[src/rtl/apb3_slot_sequencer_if.sv]
// Request/response and APB3 slot-bus signals of the slot sequencer.
// The master modport is the sequencer's view; the slave modport is the requester and slot fabric view.
interface apb3_slot_sequencer_if #(
    parameter int ADDR_W = 32
);
    logic              req_valid;
    logic              req_ready;
    logic [ADDR_W-1:0] req_addr;
    logic              req_write;
    logic [31:0]       req_wdata;
    logic              rsp_valid;
    logic [31:0]       rsp_rdata;
    logic              rsp_err;
    logic [16:0]       PSELS;
    logic [ADDR_W-1:0] PADDR;
    logic              PWRITE;
    logic              PENABLE;
    logic [31:0]       PWDATA;
    logic              PREADY;
    logic              PSLVERR;
    logic [31:0]       PRDATA;

    modport master (
        input  req_valid, req_addr, req_write, req_wdata, PREADY, PSLVERR, PRDATA,
        output req_ready, rsp_valid, rsp_rdata, rsp_err, PSELS, PADDR, PWRITE, PENABLE, PWDATA
    );

    modport slave (
        output req_valid, req_addr, req_write, req_wdata, PREADY, PSLVERR, PRDATA,
        input  req_ready, rsp_valid, rsp_rdata, rsp_err, PSELS, PADDR, PWRITE, PENABLE, PWDATA
    );
endinterface

[src/rtl/apb3_slot_sequencer.sv]
// Single-master APB3 sequencer driving a 17-slot bus; one request in flight, one-cycle response strobe.
// Define APB3_SEQ_TIMEOUT_EN to abort ACCESS phases that wait TIMEOUT_CYC cycles without PREADY.
module apb3_slot_sequencer #(
    parameter int ADDR_W      = 32,
    parameter int SLOT_LSB    = 24,
    parameter int TIMEOUT_CYC = 256
) (
    input logic                  PCLK,
    input logic                  PRESETN,
    apb3_slot_sequencer_if.master bus
);
    typedef enum logic [1:0] {IDLE, SETUP, ACCESS, RESP} state_t;

    if (SLOT_LSB + 4 >= ADDR_W || TIMEOUT_CYC < 1 || TIMEOUT_CYC > 65535) begin : g_param_check
        $error("apb3_slot_sequencer: illegal SLOT_LSB/ADDR_W/TIMEOUT_CYC combination");
    end

    state_t            state_q;
    logic [ADDR_W-1:0] paddr_q;
    logic              pwrite_q;
    logic [31:0]       pwdata_q;
    logic [16:0]       psels_q;
    logic              penable_q;
    logic              rsp_valid_q;
    logic [31:0]       rsp_rdata_q;
    logic              rsp_err_q;
`ifdef APB3_SEQ_TIMEOUT_EN
    localparam logic [15:0] TO_LAST = 16'(TIMEOUT_CYC - 1);
    logic [15:0]       cnt_q;
`endif

    logic [4:0]  slot_d;
    logic [16:0] psels_d;

    // Slots 17..31 decode to an all-zero select and are reported as decode errors.
    always_comb begin
        slot_d  = bus.req_addr[SLOT_LSB +: 5];
        psels_d = '0;
        for (int i = 0; i < 17; i++) begin
            psels_d[i] = (slot_d == 5'(i));
        end
    end

    always_ff @(posedge PCLK) begin
        if (!PRESETN) begin
            state_q     <= IDLE;
            paddr_q     <= '0;
            pwrite_q    <= 1'b0;
            pwdata_q    <= '0;
            psels_q     <= '0;
            penable_q   <= 1'b0;
            rsp_valid_q <= 1'b0;
            rsp_rdata_q <= '0;
            rsp_err_q   <= 1'b0;
`ifdef APB3_SEQ_TIMEOUT_EN
            cnt_q       <= '0;
`endif
        end else begin
            rsp_valid_q <= 1'b0;
            unique case (state_q)
                IDLE: begin
                    if (bus.req_valid) begin
                        paddr_q  <= bus.req_addr;
                        pwrite_q <= bus.req_write;
                        pwdata_q <= bus.req_wdata;
                        if (slot_d <= 5'd16) begin
                            psels_q <= psels_d;
                            state_q <= SETUP;
                        end else begin
                            rsp_valid_q <= 1'b1;
                            rsp_err_q   <= 1'b1;
                            rsp_rdata_q <= '0;
                            state_q     <= RESP;
                        end
                    end
                end
                SETUP: begin
                    penable_q <= 1'b1;
`ifdef APB3_SEQ_TIMEOUT_EN
                    cnt_q     <= '0;
`endif
                    state_q   <= ACCESS;
                end
                ACCESS: begin
                    // A ready slave wins over a timeout expiring in the same cycle.
                    if (bus.PREADY) begin
                        rsp_valid_q <= 1'b1;
                        rsp_err_q   <= bus.PSLVERR;
                        rsp_rdata_q <= pwrite_q ? 32'd0 : bus.PRDATA;
                        psels_q     <= '0;
                        penable_q   <= 1'b0;
                        state_q     <= RESP;
                    end
`ifdef APB3_SEQ_TIMEOUT_EN
                    else if (cnt_q == TO_LAST) begin
                        rsp_valid_q <= 1'b1;
                        rsp_err_q   <= 1'b1;
                        rsp_rdata_q <= '0;
                        psels_q     <= '0;
                        penable_q   <= 1'b0;
                        state_q     <= RESP;
                    end else begin
                        cnt_q <= cnt_q + 16'd1;
                    end
`endif
                end
                RESP: begin
                    state_q <= IDLE;
                end
                default: begin
                    state_q <= IDLE;
                end
            endcase
        end
    end

    assign bus.req_ready = (state_q == IDLE);
    assign bus.rsp_valid = rsp_valid_q;
    assign bus.rsp_rdata = rsp_rdata_q;
    assign bus.rsp_err   = rsp_err_q;
    assign bus.PSELS     = psels_q;
    assign bus.PADDR     = paddr_q;
    assign bus.PWRITE    = pwrite_q;
    assign bus.PENABLE   = penable_q;
    assign bus.PWDATA    = pwdata_q;
endmodule

[src/flat_wrapper.sv]
// flat-port wrapper written by rule: the top's interface ports become plain ports
module apb3_slot_sequencer_flat 
#(
    parameter int ADDR_W      = 32,
    parameter int SLOT_LSB    = 24,
    parameter int TIMEOUT_CYC = 256
)
  (PCLK, PRESETN, bus_req_valid, bus_req_addr, bus_req_write, bus_req_wdata, bus_PREADY, bus_PSLVERR, bus_PRDATA, bus_req_ready, bus_rsp_valid, bus_rsp_rdata, bus_rsp_err, bus_PSELS, bus_PADDR, bus_PWRITE, bus_PENABLE, bus_PWDATA);
  apb3_slot_sequencer_if #(.ADDR_W(ADDR_W)) bus_i ();
  input logic PCLK;
  input logic PRESETN;
  input wire logic [$bits(bus_i.req_valid)-1:0] bus_req_valid;
  input wire logic [$bits(bus_i.req_addr)-1:0] bus_req_addr;
  input wire logic [$bits(bus_i.req_write)-1:0] bus_req_write;
  input wire logic [$bits(bus_i.req_wdata)-1:0] bus_req_wdata;
  input wire logic [$bits(bus_i.PREADY)-1:0] bus_PREADY;
  input wire logic [$bits(bus_i.PSLVERR)-1:0] bus_PSLVERR;
  input wire logic [$bits(bus_i.PRDATA)-1:0] bus_PRDATA;
  output wire logic [$bits(bus_i.req_ready)-1:0] bus_req_ready;
  output wire logic [$bits(bus_i.rsp_valid)-1:0] bus_rsp_valid;
  output wire logic [$bits(bus_i.rsp_rdata)-1:0] bus_rsp_rdata;
  output wire logic [$bits(bus_i.rsp_err)-1:0] bus_rsp_err;
  output wire logic [$bits(bus_i.PSELS)-1:0] bus_PSELS;
  output wire logic [$bits(bus_i.PADDR)-1:0] bus_PADDR;
  output wire logic [$bits(bus_i.PWRITE)-1:0] bus_PWRITE;
  output wire logic [$bits(bus_i.PENABLE)-1:0] bus_PENABLE;
  output wire logic [$bits(bus_i.PWDATA)-1:0] bus_PWDATA;
  assign bus_i.req_valid = bus_req_valid;
  assign bus_i.req_addr = bus_req_addr;
  assign bus_i.req_write = bus_req_write;
  assign bus_i.req_wdata = bus_req_wdata;
  assign bus_i.PREADY = bus_PREADY;
  assign bus_i.PSLVERR = bus_PSLVERR;
  assign bus_i.PRDATA = bus_PRDATA;
  assign bus_req_ready = bus_i.req_ready;
  assign bus_rsp_valid = bus_i.rsp_valid;
  assign bus_rsp_rdata = bus_i.rsp_rdata;
  assign bus_rsp_err = bus_i.rsp_err;
  assign bus_PSELS = bus_i.PSELS;
  assign bus_PADDR = bus_i.PADDR;
  assign bus_PWRITE = bus_i.PWRITE;
  assign bus_PENABLE = bus_i.PENABLE;
  assign bus_PWDATA = bus_i.PWDATA;
  apb3_slot_sequencer #(.ADDR_W(ADDR_W), .SLOT_LSB(SLOT_LSB), .TIMEOUT_CYC(TIMEOUT_CYC)) u_core (.PCLK(PCLK), .PRESETN(PRESETN), .bus(bus_i));
endmodule
[config.mk]
export PLATFORM = sky130hd
export DESIGN_NAME = apb3_slot_sequencer_flat
export DESIGN_NICKNAME = d
export VERILOG_FILES = /design/src/rtl/apb3_slot_sequencer_if.sv /design/src/rtl/apb3_slot_sequencer.sv /design/src/flat_wrapper.sv
export SDC_FILE = /design/constraint.sdc
export NUM_CORES = 1
export LEC_CHECK = 0
export CORE_ASPECT_RATIO = 1.5
export CORE_MARGIN = 2
export CORE_UTILIZATION = 41
export DETAILED_ROUTE_END_ITERATION = 10
export PLACE_DENSITY_LB_ADDON = 0.3
export SETUP_SLACK_MARGIN = 0.2
export SLEW_MARGIN = 30
export SYNTH_ARGS = -nofsm -noshare
export SYNTH_HDL_FRONTEND = slang
export SYNTH_SLANG_ARGS = --single-unit
export TNS_END_PERCENT = 30
[constraint.sdc]
create_clock -name PCLK -period 2.7 [get_ports PCLK]
set_input_delay 0.405 -clock PCLK [delete_from_list [all_inputs] [get_ports PCLK]]
set_output_delay 0.405 -clock PCLK [all_outputs]
set_load 0.03 [all_outputs]
==> reports/summary.md, run 1 <==
• number of register bits inferred by synthesis: 119
• Post-synth EDFFs: 0
• Worst Path Required: 3020 ps
• Total Routing Usage GR: 22.3%
• origin of the critical flop-to-flop path: u_core.state_q[0]$_SDFFE_PN0P_
• dominant combinational cell family by area after synthesis: simple AND/OR/NAND/NOR gates
• category of the critical setup timing path: in2reg
• Die X-Extent: 89.8 um
• total wire length after detailed routing: 13400 um
• number of max-slew violations in the final report: 0
• launch point of the worst hold path: u_core.bus.PWDATA[4]$_SDFFE_PN0P_
• Layout Cells excl Fill: 909
• Post-Syn Instances: 542
• status: completed
• total stage count of the critical path: 5
• RR Endpoint: u_core.bus.PWDATA[7]$_SDFFE_PN0P_
• worst-path maximum fanout: 17
• simple-gate share of the synthesized area: 22.4%
• post-route ant nets: 0
• Final min period: 2070 ps
• most frequent standard cell in the layout excluding fill and tap cells: sky130_fd_sc_hd__nand2_1
• number of gates given a new drive strength after cts: 0
• synthesized-area fraction occupied by adder cells: 0.829%
• synth unique cells: 30
• Detailed Routing Iterations Pass 1: 4
• post-CTS clock slew at the launch and capture registers of the worst setup and hold paths: 50 ps
• final setup violating endpoints: 0
• I/O pin count: 220
• per-instance average area after synthesis: 8.35 um^2
• number of buffers inserted during clock tree synthesis: 17
• met2 usage in global routing: 40.6%
• CP top delay family: compound AO/OA/AOI/OAI gates
• R2R setup slack: 750 ps
• clock tree root driver cell: sky130_fd_sc_hd__clkbuf_16
• busiest grt layer: met2
• share of final-layout standard cells stronger than drive strength 1: 5.91%
• floorplan row count: 47
• top library cells by usage in the layout, fill and taps aside: 230 x sky130_fd_sc_hd__nand2_1, 217 x sky130_fd_sc_hd__clkdlybuf4s50_1, 119 x sky130_fd_sc_hd__dfxtp_1, 69 x sky130_fd_sc_hd__a21oi_1, 50 x sky130_fd_sc_hd__mux2i_1
• Reg2Reg Depth: 6
• height of the die: 133 um
• number of nets in the final layout: 856
• clk buf depth: 2
• Hold Buf Count CTS: 0
• warning count from the yosys run: 0
• Tcrit/Tclk final: 76.7%
• CTS tree: built
• ys async rst share: 0%
• placeable core region: 10900 um^2
• Synth Area in XOR/XNOR: 0%
• transition time of the tightest slew-check pin: 782 ps
• vias post-DR: 4416
• finished layout cell area: 7500 um^2
• routed vias/inst: 4.86
• Mapped Nets: 647
• cell depth of the worst min-delay path: 2
• number of sinks driven by the clock tree: 119
• DRC errors left: 0
• Seq/Total Area, Yosys: 52.6%
• largest net degree at the start of global routing: 39
• insertion delay of the later-clocked pin in the worst-skew pair: 410 ps
• post-route setup slack: 628 ps
• buffering stage count on the worst path with inverters included: 2
• stage delay of the slowest cell on the critical path: 600 ps
• setup skew after layout: 5.90 ps
• effective utilization at floorplan: 41.6%
• mux cell area share after synthesis: 11.1%
• Die ar.: 11900 um^2
• Crit path arrival time: 2390 ps
• number of antenna diodes: 0
• via count of the first global-routing pass: 4481
• average routed wire per standard cell: 14.8 um
• global routing usage on met3: 8.71%
• Slowest-stage cell, CP: sky130_fd_sc_hd__o41a_1
• fraction of the core area covered by cells at the end of the flow: 68.9%
• Area after DPL: 6880 um^2
• placed cells: 879
• dpl ws: 239 ps
• routability-driven placement congestion ratio: 0.839
• RSZ-0062 raised after global routing: no
• Compound-Gate Fraction of Synth Area: 9.34%
• global-route wire length before repair: 21600 um
• relative slew slack: 47.7%
• H-Tree Depth: 4
• gr ovfl total: 0
• maximum clock frequency: 483 MHz
• total power of the final layout: 7.02 mW
• buffers added on ports: 219
• number of endpoints with negative hold slack in the final report: 0
• largest vdd supply drop: 0.556 mV
• post-synthesis instance area: 4530 um^2
• critical path endpoint category: register
• number of maximum-capacitance violations: 0
• antenna violations before repair: 0
• Power Dens Cells: 937 nW/um^2
• worst min-delay path class: reg2reg
• DPL Wire Length: 9820 um
• Worst Hold Endpoint: u_core.bus.PWDATA[4]$_SDFFE_PN0P_
• CP Cell Sequence: clkdlybuf4s50_1, o41a_1, a2111oi_4, buf_12, mux2i_1
• buffers inserted during post-CTS setup optimization: 0
• met1 capacity usage during global routing: 22.6%
• First DRT Iteration DRCs: 185
• launching element type of the critical path: primary input
• post-route worst hold slack: 452 ps
• Most used DFF post-synth: sky130_fd_sc_hd__dfxtp_1
• leakage: 2.86 nW
• synth-to-layout area growth: 65.7%
• total negative slack for setup checks: 0 ps
[cell families after synthesis]
family                     after synthesis
and+or+nand+nor                        252
adders and majority gates                3
muxes                                   50
DFF                                    119
buffers and inverters                   42
AOI/OAI and AO/OA                       76
[flip-flops by register name, indices dropped and copies added (netlist names)]
name,flops
u_core.bus.PADDR,32
u_core.bus.PWDATA,32
u_core.bus.rsp_rdata,32
u_core.bus.PSELS,17
u_core.state_q,2
u_core.bus.PENABLE,1
u_core.bus.PWRITE,1
u_core.bus.rsp_err,1
u_core.bus.rsp_valid,1
[how the worst max path moves through the flow]
stage                                        start                           endpoint  slack (ps)
floorplan           u_core.state_q[0]$_SDFFE_PN0P_  u_core.bus.PSELS[12]$_SDFFE_PN0P_         390
global placement                  bus_req_addr[24]   u_core.bus.PSELS[0]$_SDFFE_PN0P_         310
detailed placement                bus_req_addr[24]   u_core.bus.PSELS[3]$_SDFFE_PN0P_         240
CTS                 u_core.state_q[0]$_SDFFE_PN0P_                      bus_req_ready         210
global route                      bus_req_addr[24]   u_core.bus.PSELS[3]$_SDFFE_PN0P_         550
finish                            bus_req_addr[24]   u_core.bus.PSELS[3]$_SDFFE_PN0P_         630
[metal layers]
metal	up-vias	wire, um
met1	2015	4990
met2	194	7030
met5	-	0
met3	29	1010
li1	2178	-
met4	0	416
[synthesized netlist by cell type (all sizes together), types with 2 or more instances]
library cell / count / share of area (%)
buf: 5 / 0.66
and3b: 3 / 0.58
nor2: 2 / 0.17
nand2: 231 / 19
nor3b: 2 / 0.33
inv: 4 / 0.33
dfxtp: 119 / 53
mux2i: 50 / 11
ha: 3 / 0.83
nor2b: 3 / 0.41
nor4b: 3 / 0.58
clkbuf: 32 / 2.7
a21oi: 69 / 7.6
nand2b: 2 / 0.28
[final cells by class]
cell class                      instances  area, um^2
Fill cell                             838        3380
Sequential cell                       119        2380
Timing Repair Buffer                  227        2300
Multi-Input combinational cell        381        2000
Clock buffer                           18         439
Tap cell                              147         184
Clock inverter                         12         178
Inverter                                5        18.8
[report_power, final]
group          switching [mW]  total, mW  internal, mW
combinational            1.46       2.54          1.08
sequential              0.127       2.13          2.00
clock                   0.792       2.35          1.56
[worst reg2reg max path, delay by kind of cell (launching register included)]
| family | cells | cell delay, ps |
|---|---|---|
| buffers and inverters | 2 | 460 |
| AND/OR/NAND/NOR | 2 | 530 |
| adder cells (fa/ha/maj) | 1 | 440 |
| flip-flops | 1 | 330 |
| AO/OA/AOI/OAI | 1 | 130 |
(Power assumes the default switching activity.)
==> inputs of run 2 (changes only) <==
CORE_UTILIZATION = 37   (was 41)
clock period = 1.85 ns   (was 2.7 ns; I/O delays follow)
==> run 2 against run 1 <==
  * Via count increased by 3.0%
  * Sequential power increased by 47%
  * Global-route usage decreased by 0.99 points
  * Critical path depth decreased by 4
  * Final cell count increased by 4.1%
  * Non-clock buffer count increased by 29
  * Clock power increased by 34%
  * Total power increased by 56%
  * Wire length increased by 5.9%
  * First-iteration DRC count decreased by 7.0%
  * Clock skew decreased by 0.90 ps
  * Largest power group unchanged
==> reports/summary.md, run 2 (same netlist as run 1, synthesis figures left out) <==
• status: completed
• number of sinks driven by the clock tree: 119
• vias post-DR: 4550
• effective utilization at floorplan: 37.9%
• global-route wire length before repair: 22200 um
• Worst Path Required: 1570 ps
• routed vias/inst: 4.81
• maximum clock frequency: 582 MHz
• insertion delay of the later-clocked pin in the worst-skew pair: 400 ps
• number of buffers inserted during clock tree synthesis: 17
• Power Dens Cells: 1390 nW/um^2
• launching element type of the critical path: register
• H-Tree Depth: 4
• transition time of the tightest slew-check pin: 559 ps
• Total Routing Usage GR: 21.4%
• largest vdd supply drop: 0.847 mV
• Die X-Extent: 94.3 um
• average routed wire per standard cell: 15.0 um
• Layout Cells excl Fill: 946
• CP top delay family: buffers and inverters
• Crit path arrival time: 1440 ps
• placeable core region: 12000 um^2
• Final min period: 1720 ps
• gr ovfl total: 0
• post-route ant nets: 0
• I/O pin count: 220
• number of max-slew violations in the final report: 0
• Hold Buf Count CTS: 0
• number of maximum-capacitance violations: 0
• largest net degree at the start of global routing: 51
• total power of the final layout: 11.0 mW
• category of the critical setup timing path: reg2out
• total stage count of the critical path: 1
• critical path endpoint category: output pin
• buffering stage count on the worst path with inverters included: 1
• Detailed Routing Iterations Pass 1: 4
• DPL Wire Length: 9820 um
• Die ar.: 13200 um^2
• clk buf depth: 2
• CP Cell Sequence: clkdlybuf4s50_1
• DRC errors left: 0
• First DRT Iteration DRCs: 172
• Tcrit/Tclk final: 92.9%
• total wire length after detailed routing: 14200 um
• floorplan row count: 49
• antenna violations before repair: 0
• worst min-delay path class: in2reg
• share of final-layout standard cells stronger than drive strength 1: 10.5%
• leakage: 3.53 nW
• RSZ-0062 raised after global routing: yes
• clock tree root driver cell: sky130_fd_sc_hd__clkbuf_16
• via count of the first global-routing pass: 4596
• cell depth of the worst min-delay path: 3
• number of nets in the final layout: 885
• synth-to-layout area growth: 75.2%
• Reg2Reg Depth: 8
• number of endpoints with negative hold slack in the final report: 0
• buffers added on ports: 219
• number of antenna diodes: 0
• post-CTS clock slew at the launch and capture registers of the worst setup and hold paths: 60 ps
• final setup violating endpoints: 0
• top library cells by usage in the layout, fill and taps aside: 230 x sky130_fd_sc_hd__nand2_1, 180 x sky130_fd_sc_hd__clkdlybuf4s50_1, 117 x sky130_fd_sc_hd__dfxtp_1, 69 x sky130_fd_sc_hd__a21oi_1, 49 x sky130_fd_sc_hd__mux2i_1
• setup skew after layout: 4.99 ps
• Slowest-stage cell, CP: sky130_fd_sc_hd__clkdlybuf4s50_1
• routability-driven placement congestion ratio: 0.752
• stage delay of the slowest cell on the critical path: 680 ps
• placed cells: 899
• height of the die: 139 um
• worst-path maximum fanout: 2
• CTS tree: built
• relative slew slack: 62.7%
• most frequent standard cell in the layout excluding fill and tap cells: sky130_fd_sc_hd__nand2_1
[run 2: cell types whose count changed in the layout (fill, tap and decap cells not counted), sizes merged]
| cell | delta |
|---|---|
| clkinvlp | -2 |
| bufinv | -2 |
| dlygate4sd2 | +12 |
| clkdlybuf4s50 | -37 |
| clkinv | +2 |
| clkdlybuf4s15 | +1 |
| buf | +27 |
| inv | -1 |
| dlymetal6s2s | +24 |
| clkbuf | +7 |
[run 2: per-stage QoR]
step                TNS (ps)  util, %  hold slack [ps]  area (um^2)  worst slack [ps]
floorplan               -804        -              414         4570             -80.4
global placement      -13290     58.9              441         7040              -302
detailed placement    -15170     58.9              446         7040              -373
CTS                        0     65.0              274         7770               117
global route               0     66.3              292         7930               103
finish                     0     66.3              290         7930               130
[run 2: cell type report]
type | count | area [um^2]
inverters | 5 | 21.3
fillers | 996 | 4030
clock buffers | 23 | 468
well taps | 153 | 191
flip-flops and latches | 119 | 2390
multi-input cells | 381 | 2040
repair buffers | 256 | 2720
clock inverters | 9 | 100
[run 2: report_power, final]
group	switching [mW]	internal [mW]	leakage [nW]
Sequential	0.191	2.94	0.970
Clock	1.11	2.04	0.277
Combinational	2.40	2.32	2.28
[run 2: metal layers]
| metal | part of all wire, % | routed length, um | up-vias | track usage [%] |
|---|---|---|---|---|
| li1 | - | - | 2239 | - |
| met3 | 5.7 | 806 | 40 | 6.06 |
| met2 | 54 | 7700 | 152 | 37.9 |
| met1 | 36 | 5150 | 2119 | 22.6 |
| met5 | 0 | 0 | - | 0 |
| met4 | 4.1 | 579 | 0 | 10.8 |
[run 2: path summary, 6_finish.rpt]
check,slack [ps],from,endpoint
worst min register to register,450,u_core.bus.PWDATA[30]$_SDFFE_PN0P_,u_core.bus.PWDATA[30]$_SDFFE_PN0P_
worst max register to register,170,u_core.state_q[1]$_SDFFE_PN0P_,u_core.bus.rsp_rdata[13]$_SDFFE_PN0P_
worst min-delay path,290,PRESETN,u_core.bus.PSELS[13]$_SDFFE_PN0P_
worst max-delay path,130,u_core.bus.rsp_rdata[8]$_SDFFE_PN0P_,bus_rsp_rdata[8]
[run 2: repair_timing]
item                       in CTS  in global routing
buffers inserted                8                  2
pin swaps                       4                  3
cloned                          3                  2
resized for setup              25                 35
setup endpoints to repair     167                159
